`config.mk`:
```
export PLATFORM = sky130hd
export DESIGN_NAME = hex_entry_pad
export DESIGN_NICKNAME = d
export VERILOG_FILES = /design/src/rtl/hex_entry_pad.sv
export SDC_FILE = /design/constraint.sdc
export NUM_CORES = 1
export LEC_CHECK = 0
export ABC_AREA = 1
export CAP_MARGIN = 25
export CORE_ASPECT_RATIO = 0.7
export CORE_MARGIN = 2
export CORE_UTILIZATION = 52
export CTS_BUF_LIST = sky130_fd_sc_hd__clkbuf_4 sky130_fd_sc_hd__clkbuf_8
export DETAILED_ROUTE_END_ITERATION = 10
export PLACE_DENSITY_LB_ADDON = 0.05
export SKIP_CTS_REPAIR_TIMING = 1
export SYNTH_ARGS = -nofsm -noshare
export SYNTH_HDL_FRONTEND = slang
export SYNTH_SLANG_ARGS = --single-unit
```
`constraint.sdc`:
```
create_clock -name clk -period 1.44 [get_ports clk]
set_clock_uncertainty 0.15 [all_clocks]
set_input_delay 0.288 -clock clk [delete_from_list [all_inputs] [get_ports clk]]
set_output_delay 0.288 -clock clk [all_outputs]
set_load 0.01 [all_outputs]
```
`src/rtl/hex_entry_pad.sv`:
```
// Hex keypad front end: debounced buttons build a 4*DIGITS-bit word one nibble
// at a time, then hand it to the CPU over a valid/ready handshake.
module hex_entry_pad #(
    parameter int DEBOUNCE_CYCLES = 1000000,
    parameter int DIGITS          = 8
) (
    input  logic                  clk,
    input  logic                  Reset,
    input  logic [3:0]            SW,
    input  logic                  BtnDigit,
    input  logic                  BtnBack,
    input  logic                  BtnSend,
    input  logic                  data_ready,
    output logic [4*DIGITS-1:0]   data_out,
    output logic                  data_valid,
    output logic [4*DIGITS-1:0]   entry,
    output logic [3:0]            digit_count,
    output logic                  busy
);
    localparam int W  = 4 * DIGITS;
    localparam int CW = (DEBOUNCE_CYCLES > 1) ? $clog2(DEBOUNCE_CYCLES) : 1;
    localparam int B_DIGIT = 0, B_BACK = 1, B_SEND = 2;

    typedef enum logic {EDIT, SEND} state_t;

    logic [2:0]         btn_raw;
    logic [2:0]         sync1_q, sync1_d, sync2_q, sync2_d;
    logic [2:0]         deb_q, deb_d, press_q, press_d;
    logic [2:0][CW-1:0] cnt_q, cnt_d;

    state_t             state_q, state_d;
    logic [W-1:0]       entry_q, entry_d, data_out_q, data_out_d;
    logic [3:0]         digit_count_q, digit_count_d;
    logic               data_valid_q, data_valid_d;

    assign btn_raw = {BtnSend, BtnBack, BtnDigit};

    // Press pulse is registered on the same edge the debounced level rises,
    // so it appears in the first cycle the new level is visible.
    always_comb begin
        sync1_d = btn_raw;
        sync2_d = sync1_q;
        deb_d   = deb_q;
        press_d = '0;
        cnt_d   = '0;
        for (int i = 0; i < 3; i++) begin
            if (sync2_q[i] != deb_q[i]) begin
                if (cnt_q[i] == CW'(DEBOUNCE_CYCLES - 1)) begin
                    deb_d[i]   = sync2_q[i];
                    press_d[i] = sync2_q[i];
                end else begin
                    cnt_d[i] = cnt_q[i] + CW'(1);
                end
            end
        end
    end

    always_comb begin
        state_d       = state_q;
        entry_d       = entry_q;
        digit_count_d = digit_count_q;
        data_out_d    = data_out_q;
        data_valid_d  = data_valid_q;
        case (state_q)
            EDIT: begin
                // Only the highest-priority pulse acts, even if it is itself ignored.
                if (press_q[B_SEND]) begin
                    if (digit_count_q != 4'd0) begin
                        data_out_d   = entry_q;
                        data_valid_d = 1'b1;
                        state_d      = SEND;
                    end
                end else if (press_q[B_BACK]) begin
                    if (digit_count_q != 4'd0) begin
                        entry_d       = entry_q >> 4;
                        digit_count_d = digit_count_q - 4'd1;
                    end
                end else if (press_q[B_DIGIT]) begin
                    if (digit_count_q < 4'(DIGITS)) begin
                        entry_d       = (entry_q << 4) | W'(SW);
                        digit_count_d = digit_count_q + 4'd1;
                    end
                end
            end
            SEND: begin
                if (data_valid_q && data_ready) begin
                    data_valid_d  = 1'b0;
                    entry_d       = '0;
                    digit_count_d = 4'd0;
                    state_d       = EDIT;
                end
            end
            default: state_d = EDIT;
        endcase
    end

    always_ff @(posedge clk) begin
        if (Reset) begin
            sync1_q       <= '0;
            sync2_q       <= '0;
            deb_q         <= '0;
            press_q       <= '0;
            cnt_q         <= '0;
            state_q       <= EDIT;
            entry_q       <= '0;
            digit_count_q <= 4'd0;
            data_out_q    <= '0;
            data_valid_q  <= 1'b0;
        end else begin
            sync1_q       <= sync1_d;
            sync2_q       <= sync2_d;
            deb_q         <= deb_d;
            press_q       <= press_d;
            cnt_q         <= cnt_d;
            state_q       <= state_d;
            entry_q       <= entry_d;
            digit_count_q <= digit_count_d;
            data_out_q    <= data_out_d;
            data_valid_q  <= data_valid_d;
        end
    end

    assign data_out    = data_out_q;
    assign data_valid  = data_valid_q;
    assign entry       = entry_q;
    assign digit_count = digit_count_q;
    assign busy        = (state_q == SEND);
endmodule
```
==> flow_metrics.tcl <==
set metrics [dict create \
    status "finished with violations" \
    violations "negative setup slack" \
    ys_seq_area_share_pct 43.02 \
    critPathMaxFanout 8 \
    grt_max_degree 34 \
    antenna_found_initial 0 \
    cts_made_buffers 17 \
    critPathLaunch "busy$_SDFF_PP0_" \
    ys_warn_count 0 \
    r2r-end "entry[4]$_SDFFE_PP0P_" \
    synth_edf_count 0 \
    setup_tns_ns -12.54 \
    fmax_mhz 586.6 \
    synth_area_leaders "dfxtp_1, nand2_1, nor2_1, nand3_1, inv_1" \
    yosys.area.top_type "dfxtp_1" \
    area_delta_synth_final_pct 50.69 \
    min_to "press_q[0]$_SDFF_PP0_" \
    core_um2 12420 \
    syn_area_um2 6608 \
    hold_violations 0 \
    clk_path_buf_depth 2 \
    layout.nets 1184 \
    rsz0062_at_grt "true" \
    synth_top_area_share_pct 43.02 \
    io_pins 80 \
    fin_crit_sh_pct 118.4 \
    clkTransAtPathRegs_ns 0.09 \
    synth_most_common_cell "nand2_1" \
    hold_ws_ns 0.04358 \
    die_w_um 138.7 \
    via_per_inst 5.430 \
    routed_wl_um 22010 \
    root_buffer "clkbuf_8" \
    vias 7292 \
    power_w 0.007312 \
    cts_tree "built" \
    syn_avg_cell_area_um2 6.854 \
    relSlewSlack_pct 76.06 \
    clock_latency_ns 0.46 \
    ys.flop_type "dfxtp_1" \
    grt-ovfl-total 0 \
    cts_sinks 142 \
    slew_violations 0 \
    dieArea_um2 13640 \
    synthTopCellsByCount "nand2_1, nor2_1, dfxtp_1, inv_1, nand3_1" \
    rr_startpoint "busy$_SDFF_PP0_" \
    crit_arrival_ns 1.93 \
    vdd.ir_drop.worst_mv 0.7970 \
    leakagePower_nw 4.321 \
    critPathKind "register to register" \
    gp_congestion 0.8961 \
    port_buffers 79 \
    yosys_register_bits 142 \
    antenna_cells 0 \
    cts_max_level 4 \
    rows 34 \
    final-setup-viol-count 129 \
    r2r_slack_ns -0.26 \
    cp-start-kind "register" \
    min-delay-start "Reset" \
    layout.cells.non_filler 1343 \
    die_y_um 98.31 \
    required_ns 1.67 \
    tightest_slew_ns 0.3591 \
    min_path_cells 2 \
    dp.final_hpwl_um 11850 \
    layout-drive-gt1-share_pct 39.03 \
    setup_ws_ns -0.2648 \
    initial_core_util_pct 53.19 \
    grt_use_total_pct 24.83 \
    synth_nets 980 \
    grt_pass1_wl_um 27780 \
    cap_viol_max_count 0 \
    initialDrtViolationCount 563 \
    synth.distinct_cells 33 \
    first_pass_iters 5 \
    setup.worst_path.end_class "register" \
    finalCriticalPeriod_ns 1.705 \
    hold_class "input port to register" \
    async_reset_ff_share_pct 0 \
    reg2reg_depth 9 \
    synthCells 964 \
    pwr_density_cell_nw_per_um2 734.4 \
    postLayoutCoreUtil_pct 80.16 \
    grt_pass1_vias 5732 \
    avgRoutedWirePerCell_um 16.39 \
    dp.cells 1272 \
    detail-route-antenna-nets 0 \
    drcViolationCount 0 \
]
## sequential cells by signal, summed over array words and instances (netlist names)
signal,flops
cnt_q,60
data_out,32
entry,32
digit_count,4
deb_q,3
press_q,3
sync1_q,3
sync2_q,3
busy,1
data_valid,1
## final cells by class
cell class	count	area, um^2
multi-input cells	694	4033
inverters	97	364.1
fillers	802	2465
flip-flops and latches	142	2938
repair buffers	216	2032
clock buffers	17	234.0
well taps	162	202.7
clock inverters	15	153.9
## critical path, cell delays in order (launching register included)
cell	delay, ns
dfxtp_4	0.38
buf_6	0.13
nor2_4	0.06
a21oi_4	0.18
nand3_4	0.16
buf_6	0.18
buf_8	0.14
nand2_1	0.07
nand2_1	0.05
nor2_1	0.14
## per-layer routing
metal / GRT usage, % / up-vias / part of all wire (%)
li1: - / 3483 / -
met3: 5.150 / 55 / 8.8
met2: 34.08 / 357 / 44
met4: 6.993 / 0 / 2.9
met5: 0 / - / 0
met1: 38.93 / 3397 / 44
## how the worst max path moves through the flow
| stage | endpoint | slack, ns | depth (start not counted) |
|---|---|---|---|
| floorplan | entry[18]$_SDFFE_PP0P_ | -0.03 | 8 |
| global placement | entry[14]$_SDFFE_PP0P_ | -0.35 | 7 |
| detailed placement | entry[17]$_SDFFE_PP0P_ | -0.43 | 7 |
| CTS | busy | -0.61 | 2 |
| global route | entry[4]$_SDFFE_PP0P_ | -0.32 | 9 |
| finish | entry[4]$_SDFFE_PP0P_ | -0.26 | 9 |
## cells in the final DEF (no fill, tap or decap), types with 5 or more instances in the layout
cell / netlist / layout
a21oi_1: 66 / 46
a21oi_2: 0 / 19
buf_12: 0 / 12
buf_4: 5 / 98
buf_6: 3 / 18
clkbuf_16: 0 / 8
clkbuf_2: 0 / 44
clkbuf_8: 0 / 17
clkdlybuf4s50_1: 0 / 8
dfxtp_1: 142 / 86
dfxtp_2: 0 / 46
dfxtp_4: 0 / 10
dlymetal6s2s_1: 0 / 23
inv_1: 94 / 89
inv_2: 3 / 8
nand2_1: 239 / 197
nand2_2: 2 / 32
nand2_4: 0 / 11
nand3_1: 73 / 64
nand3_4: 0 / 8
nand4_1: 15 / 15
nor2_1: 184 / 133
nor2_2: 12 / 46
nor2_4: 3 / 20
nor3_2: 0 / 5
o21ai_1: 1 / 5
o22ai_1: 24 / 16
o22ai_2: 0 / 7
or2_2: 8 / 5
xnor2_1: 13 / 12
xor2_1: 12 / 10
## per-stage QoR
step | cell area, um^2 | setup slack (ns)
after detailed placement | 8338 | -0.4273
after global placement | 8338 | -0.3498
after floorplan | 6681 | -0.03303
final | 9957 | -0.2648
after global routing | 9957 | -0.3202
after CTS | 8726 | -0.6146
## logic make-up (layout without fill, tap and decap cells)
group	Yosys count	after routing	share of synthesized area, %
adders and majority gates	6	6	1.250
and+or+nand+nor	553	557	35.18
DFF	142	142	43.02
xor gates and xnor gates	25	25	3.314
AOI/OAI and AO/OA	106	106	8.729
buffers and inverters	132	345	8.502
## power breakdown
part,internal [W],switching (W),leakage (nW)
Combinational,0.0000668,0.000102,2.95
Sequential,0.00391,0.00000800,1.18
Clock,0.00143,0.00180,0.193
Total,0.00541,0.00191,4.32
(Power assumes the default switching activity.)
